<file path="src/rtl/pwm_hbridge_gen_pkg.sv">
// Shared definitions for H-bridge PWM channels.
//   state_e        : RUN drives the bridge, DEAD holds both legs low on a reversal
//   CNT_W_DEF      : default width of period counter / duty registers
//   saturate_shift : magnitude -> duty (right shift, then clamp to a ceiling)
package pwm_hbridge_gen_pkg;

  typedef enum logic {
    ST_RUN  = 1'b0,
    ST_DEAD = 1'b1
  } state_e;

  localparam int CNT_W_DEF = 16;

  // The clamp is a full 32-bit unsigned compare, so very large magnitudes
  // (including the top bit set) saturate instead of wrapping. The caller
  // casts the result to its duty width; the ceiling always fits there.
  function automatic logic [31:0] saturate_shift(
    input logic [31:0] mag,
    input logic [4:0]  shift,
    input logic [31:0] ceil
  );
    logic [31:0] shifted;
    shifted = mag >> shift;
    return (shifted > ceil) ? ceil : shifted;
  endfunction

endpackage

</file>
<file path="src/rtl/pwm_hbridge_gen_cnt.sv">
// Free-running PWM period counter.
//   clk, rst  : clock, synchronous active-high reset
//   cnt       : counts 0 .. PERIOD-1, then wraps to 0
//   boundary  : high on the cycle where cnt == PERIOD-1
module pwm_period_cnt #(
  parameter int CNT_W  = 16,
  parameter int PERIOD = 1000
) (
  input  logic             clk,
  input  logic             rst,
  output logic [CNT_W-1:0] cnt,
  output logic             boundary
);

  localparam logic [CNT_W-1:0] LAST = CNT_W'(PERIOD - 1);

  logic [CNT_W-1:0] cnt_q;
  logic [CNT_W-1:0] cnt_d;

  always_comb begin
    boundary = (cnt_q == LAST);
    cnt_d    = boundary ? '0 : cnt_q + 1'b1;
  end

  always_ff @(posedge clk) begin
    if (rst) begin
      cnt_q <= '0;
    end else begin
      cnt_q <= cnt_d;
    end
  end

  assign cnt = cnt_q;

endmodule

</file>
<file path="src/rtl/pwm_hbridge_gen.sv">
// Edge-aligned PWM generator for one H-bridge channel.
//   clk, rst      : clock, synchronous active-high reset
//   mag_in        : unsigned magnitude, shifted and saturated into a duty
//   sign_in       : requested direction (1 = reverse)
//   load          : one-cycle strobe capturing mag_in/sign_in into pending regs
//   pwm_a, pwm_b  : forward / reverse leg drive (never both high)
//   dir_out       : direction currently applied
//   duty_q        : duty currently applied
//   period_start  : one-cycle pulse aligned with the first PWM cycle of a period
//   dead_active   : high while both legs are held off for a reversal
module pwm_hbridge_gen
  import pwm_hbridge_gen_pkg::*;
#(
  parameter int CNT_W     = CNT_W_DEF,
  parameter int PERIOD    = 1000,
  parameter int DUTY_MAX  = 950,
  parameter int MAG_SHIFT = 0,
  parameter int DEADTIME  = 20
) (
  input  logic             clk,
  input  logic             rst,
  input  logic [31:0]      mag_in,
  input  logic             sign_in,
  input  logic             load,
  output logic             pwm_a,
  output logic             pwm_b,
  output logic             dir_out,
  output logic [CNT_W-1:0] duty_q,
  output logic             period_start,
  output logic             dead_active
);

  localparam logic [31:0]        DUTY_CEIL = 32'(DUTY_MAX);
  localparam logic [4:0]         SHIFT     = 5'(MAG_SHIFT);
  localparam int                 DEAD_W    = $clog2(DEADTIME + 1);
  localparam logic [DEAD_W-1:0]  DEAD_LAST = DEAD_W'(DEADTIME - 1);

  logic [CNT_W-1:0] cnt;
  logic             boundary;

  pwm_period_cnt #(
    .CNT_W  (CNT_W),
    .PERIOD (PERIOD)
  ) u_cnt (
    .clk      (clk),
    .rst      (rst),
    .cnt      (cnt),
    .boundary (boundary)
  );

  state_e            state_q,     state_d;
  logic              dir_q,       dir_d;
  logic [CNT_W-1:0]  duty_d;
  logic              pend_q,      pend_d;
  logic [CNT_W-1:0]  pend_duty_q, pend_duty_d;
  logic              pend_sign_q, pend_sign_d;
  logic [DEAD_W-1:0] dead_cnt_q,  dead_cnt_d;

  logic on_p0;
  logic pwm_a_p1, pwm_b_p1, period_start_p1;

  // Stage 0: control state update and PWM compare on the current cnt
  always_comb begin
    state_d     = state_q;
    dir_d       = dir_q;
    duty_d      = duty_q;
    pend_d      = pend_q;
    pend_duty_d = pend_duty_q;
    pend_sign_d = pend_sign_q;
    dead_cnt_d  = dead_cnt_q;

    case (state_q)
      ST_RUN: begin
        if (boundary && pend_q) begin
          // A zero duty drives nothing, so it is applied without a reversal.
          if ((pend_sign_q == dir_q) || (pend_duty_q == '0)) begin
            duty_d = pend_duty_q;
            pend_d = 1'b0;
          end else begin
            state_d    = ST_DEAD;
            duty_d     = '0;
            dead_cnt_d = '0;
          end
        end
      end
      ST_DEAD: begin
        // Duty stays pending; the next boundary in RUN applies it with
        // matching signs.
        if (dead_cnt_q == DEAD_LAST) begin
          dir_d   = pend_sign_q;
          state_d = ST_RUN;
        end else begin
          dead_cnt_d = dead_cnt_q + 1'b1;
        end
      end
      default: state_d = ST_RUN;
    endcase

    // Placed after the boundary logic: a coincident load re-arms pend for the
    // following boundary while this boundary used the previously held values.
    if (load) begin
      pend_duty_d = CNT_W'(saturate_shift(mag_in, SHIFT, DUTY_CEIL));
      pend_sign_d = sign_in;
      pend_d      = 1'b1;
    end

    on_p0 = (state_q == ST_RUN) && (cnt < duty_q);
  end

  always_ff @(posedge clk) begin
    if (rst) begin
      state_q     <= ST_RUN;
      dir_q       <= 1'b0;
      duty_q      <= '0;
      pend_q      <= 1'b0;
      pend_duty_q <= '0;
      pend_sign_q <= 1'b0;
      dead_cnt_q  <= '0;
    end else begin
      state_q     <= state_d;
      dir_q       <= dir_d;
      duty_q      <= duty_d;
      pend_q      <= pend_d;
      pend_duty_q <= pend_duty_d;
      pend_sign_q <= pend_sign_d;
      dead_cnt_q  <= dead_cnt_d;
    end
  end

  // Stage 1: registered leg drive, period marker aligned with it
  always_ff @(posedge clk) begin
    if (rst) begin
      pwm_a_p1        <= 1'b0;
      pwm_b_p1        <= 1'b0;
      period_start_p1 <= 1'b0;
    end else begin
      pwm_a_p1        <= on_p0 & ~dir_q;
      pwm_b_p1        <= on_p0 & dir_q;
      period_start_p1 <= (cnt == '0);
    end
  end

  assign pwm_a        = pwm_a_p1;
  assign pwm_b        = pwm_b_p1;
  assign period_start = period_start_p1;
  assign dir_out      = dir_q;
  assign dead_active  = (state_q == ST_DEAD);

endmodule

</file>
<file path="config.mk">
export PLATFORM = sky130hd
export DESIGN_NAME = pwm_hbridge_gen
export DESIGN_NICKNAME = d
export VERILOG_FILES = /design/src/rtl/pwm_hbridge_gen_pkg.sv /design/src/rtl/pwm_hbridge_gen_cnt.sv /design/src/rtl/pwm_hbridge_gen.sv
export SDC_FILE = /design/constraint.sdc
export NUM_CORES = 1
export LEC_CHECK = 0
export BUFFER_PORTS_ARGS = -buffer_cell sky130_fd_sc_hd__clkbuf_2
export CORE_AREA = 2 2 68 86
export DETAILED_ROUTE_END_ITERATION = 6
export DIE_AREA = 0 0 70 88
export PLACE_DENSITY = 0.77
export SLEW_MARGIN = 20
export SYNTH_ARGS = -nofsm -noshare
export SYNTH_HDL_FRONTEND = slang
export SYNTH_SLANG_ARGS = --single-unit
</file>
<file path="constraint.sdc">
create_clock -name clk -period 1.8 [get_ports clk]
set_input_delay 0.18 -clock clk [delete_from_list [all_inputs] [get_ports clk]]
set_output_delay 0.18 -clock clk [all_outputs]
set_load 0.01 [all_outputs]
</file>
==> metrics.md <==
| Metric | Value |
|---|---|
| Congestion Overflow GR | 0 |
| Worst-skew pair later-pin latency | 0.34 ns |
| Vias in the first global route | 2377 |
| Die Span Y | 88 um |
| Max Fanout on Critical Path | 3 |
| Share of layout cells above drive strength 1 | 0.234 |
| WL/cell | 14.2 um |
| Routed Antenna Nets | 0 |
| Max Freq | 569 MHz |
| Worst Hold Class | input pin to register |
| #FFs+latches synth | 60 |
| Global-route met1 utilization | 0.241 |
| Port bufs | 56 |
| Async S/R FF share, synth | 0 |
| WP data arrival | 2.02 ns |
| Clk slew on worst S/H paths | about 0.07 ns |
| Core area | 5330 sq um |
| Total Nets Final | approximately 460 |
| Initial DRC Count | 72 |
| Total GRT Usage | 0.219 |
| Filler cell count | approximately 440 |
| Post-Synthesis Cell Area | 2800 sq um |
| Post-DP HPWL | about 5000 um |
| Cell Rows | 30 |
| RSZ-0062 raised after global routing | no |
| Crit path launch | duty_q[1]$_SDFFE_PP0P_ |
| Outcome | complete, no violations |
| First-pass GRT wire length | 10500 um |
| Starting Density | 0.525 |
| Period utilization | 0.976 |
| H-tree Lvls | 3 |
| Final GP Congestion | 0.821 |
| Minimum clock period | 1.76 ns |
| Met2 Use GR | 0.397 |
| Root buf cell | clkbuf_8 |
| Synth Area in Compound Gates | 0.109 |
| Setup Crit Path Kind | register to register |
| Ports | 57 |
| Post-synthesis sequential area ratio | 0.429 |
| Post-synth cell types | 43 |
| Internal Power | 2.06 mW |
| XOR/XNOR Fraction of Synth Area | 0.0563 |
| Synth Area in Adders | 0.0805 |
| CTS tree | done |
| Final setup viols | 0 |
| Largest net degree at the start of global routing | 31 |
| Drt first pass iters | 4 |
| PwrDens | 785 nW/um^2 |
| CTS Buf Count | 9 |
| Vias | approximately 2600 |
| Clock buffer depth | 2 |
| Mux contribution to synthesized area | 0.00358 |
| Max-cap violations | 0 |
| EDFF count, synth | 0 |
| Sw power | 0.632 mW |
| Die X | 70 um |
| Syn Inst Count | around 330 |
| Startpoint types | register |
| FF-to-FF End | pwm_b$_SDFF_PP0_ |
| Antenna Cells | 0 |
| Inst Count DP | approximately 450 |
| CP Capture Point | pwm_b$_SDFF_PP0_ |
| Comb power frac | 0.064 |
| Drt drc | 0 |
| Avg Cell Area, Syn | 8.38 sq um |
| R2r setup slk | around 0.043 ns |
| Yosys warns | 0 |
| Initial antenna violation count | 0 |
| Syn Nets | 388 |
| Clk_skew | 0.00733 ns |
| Post-route insts no fill | 470 |
| Peak supply drop | between 400 and 500 uV |
| Simple-gate share of the synthesized area | 0.261 |
| Grt met3 use | 0.0495 |
| Measured slew at the worst slew-check pin | 0.466 ns |
| Leak | 1.39 nW |
| Fin. Hold Viols | 0 |
| Part of the power in registers | 0.510 |
| Worst Reg-to-Reg Cells | 7 |
| Die ar. | 6160 sq um |
| WL final | 6650 um |
| Ys flop type | dfxtp_1 |
| Clock sinks | 60 |
| Vias per cell | 5.53 |
| Switching share of power | 0.234 |
| Required @ worst endpoint | slightly above 2 ns |
| Fin util | 0.644 |
| Worst reg2reg startpoint | duty_q[1]$_SDFFE_PP0P_ |
| Max Slew Vio Count | 0 |
| Slew margin rel. | 0.687 |
| Busiest layer in global routing | met2 |
| Part of the power in the clock network | 0.426 |
| TNS Setup | 0 ns |
| Largest family of logic cells by synthesized area | simple AND/OR/NAND/NOR gates |
| Area delta synth->final | 22.6% |
| Critical Path End Type | register |
[metrics by stage]
| step | area [sq um] | worst slack (ns) | total power [mW] | hold WS (ns) |
|---|---|---|---|---|
| after global placement | 3210 | 0.0734 | 1.57 | 0.418 |
| after detailed placement | 3210 | 0.0246 | 1.57 | 0.423 |
| after floorplan | 2800 | 0.134 | 1.49 | 0.327 |
| after CTS | 3390 | 0.0344 | 2.72 | 0.0663 |
| after global routing | 3430 | 0.00383 | 2.80 | 0.104 |
| final | 3430 | 0.0428 | 2.69 | 0.0701 |
[layout by cell type (no fill, tap or decap), types with 3 or more instances in the layout]
| master | netlist | routed |
|---|---|---|
| dfxtp_1 | 60 | 59 |
| clkbuf_2 | 0 | 56 |
| nor2_1 | 41 | 41 |
| inv_1 | 29 | 29 |
| nand2_1 | 28 | 28 |
| nand3_1 | 22 | 22 |
| a21oi_1 | 23 | 22 |
| ha_1 | 18 | 17 |
| buf_4 | 1 | 13 |
| nor4_1 | 13 | 11 |
| nand4_1 | 11 | 11 |
| xnor2_1 | 10 | 10 |
| clkbuf_8 | 0 | 9 |
| xor2_1 | 8 | 8 |
| nor3_1 | 7 | 7 |
| and2_1 | 6 | 6 |
| a311oi_1 | 5 | 5 |
| a211oi_1 | 5 | 4 |
| o21ai_0 | 3 | 3 |
| clkinv_2 | 0 | 3 |
[sequential cells by signal, indices dropped and copies added, names as in the netlist]
| signal | flops |
|---|---|
| duty_q | 16 |
| period_start | 1 |
| pwm_a | 1 |
| u_cnt.cnt | 16 |
| dir_out | 1 |
| pwm_b | 1 |
| pend_duty_q | 16 |
| pend_sign_q | 1 |
| dead_cnt_q | 5 |
| pend_q | 1 |
| dead_active | 1 |
[critical path, cell delays in order (launching register included)]
cell	delay [ns]
dfxtp_1	0.35
inv_1	0.06
ha_1	0.29
o21ai_0	0.15
a31oi_1	0.06
o31ai_1	0.41
a211oi_2	0.16
nor3b_1	0.21
[layout make-up]
class                           count  area (sq um)  share of cell area
Multi-Input combinational cell    230          1460               0.426
Sequential cell                    60          1200               0.350
Timing Repair Buffer               70           389               0.113
Clock buffer                       11           131              0.0383
Inverter                           30           113              0.0328
Tap cell                           64          80.1              0.0233
Clock inverter                      5          52.6              0.0153
[layer usage]
layer  vias up  part of all wire
met2        92              0.50
met3        20             0.050
met5         -                 0
met1      1187              0.42
met4         0             0.030
li1       1302                 -
[synth_stat cells (5+ instances only)]
cell type | instances | area (sq um)
nand3_1 | 22 | 110
dfxtp_1 | 60 | 1200
nor4_1 | 13 | 81.3
a311oi_1 | 5 | 43.8
nand4_1 | 11 | 68.8
inv_1 | 29 | 109
ha_1 | 18 | 225
nand2_1 | 28 | 105
clkbuf_1 | 11 | 41.3
xor2_1 | 8 | 70.1
xnor2_1 | 10 | 87.6
and2_1 | 6 | 37.5
a21oi_1 | 23 | 115
nor2_1 | 41 | 154
nor3_1 | 7 | 35.0
a211oi_1 | 5 | 37.5
[power by group through the flow]
stage	Clock, mW	Sequential (mW)	Combinational, mW
final	1.15	1.37	0.172
after detailed placement	0	1.40	0.169
after global placement	0	1.40	0.166
after CTS	1.17	1.37	0.170
after global routing	1.24	1.38	0.190
after floorplan	0	1.40	0.0903
[how the worst min path moves through the flow]
stage	startpoint	to	slack (ns)	depth (start not counted)
2_1_floorplan	sign_in	pend_sign_q$_SDFFE_PP0P_	0.33	2
3_3_place_gp	sign_in	pend_sign_q$_SDFFE_PP0P_	0.42	3
3_5_place_dp	sign_in	pend_sign_q$_SDFFE_PP0P_	0.42	3
4_1_cts	sign_in	pend_sign_q$_SDFFE_PP0P_	0.07	3
5_1_grt	mag_in[2]	pend_duty_q[2]$_SDFFE_PP0P_	0.10	3
6_report	sign_in	pend_sign_q$_SDFFE_PP0P_	0.07	3
[cell families (layout without fill, tap and decap cells)]
family	Yosys count	in the layout
muxes	1	1
xor gates and xnor gates	18	18
buffers and inverters	44	116
adders and majority gates	18	18
DFF	60	60
and+or+nand+nor	145	145
AOI/OAI and AO/OA	48	48
[repair_timing]
item | in CTS | in global routing
resized for setup | 1 | 9
endpoints found under the hold margin | 0 | 0
gates cloned | 0 | 0
hold buffers | 0 | 0
pin swaps | 0 | 0
endpoints found under the setup margin | 1 | 25
buffers inserted | 0 | 0
Power figures use the tool's default switching activity.
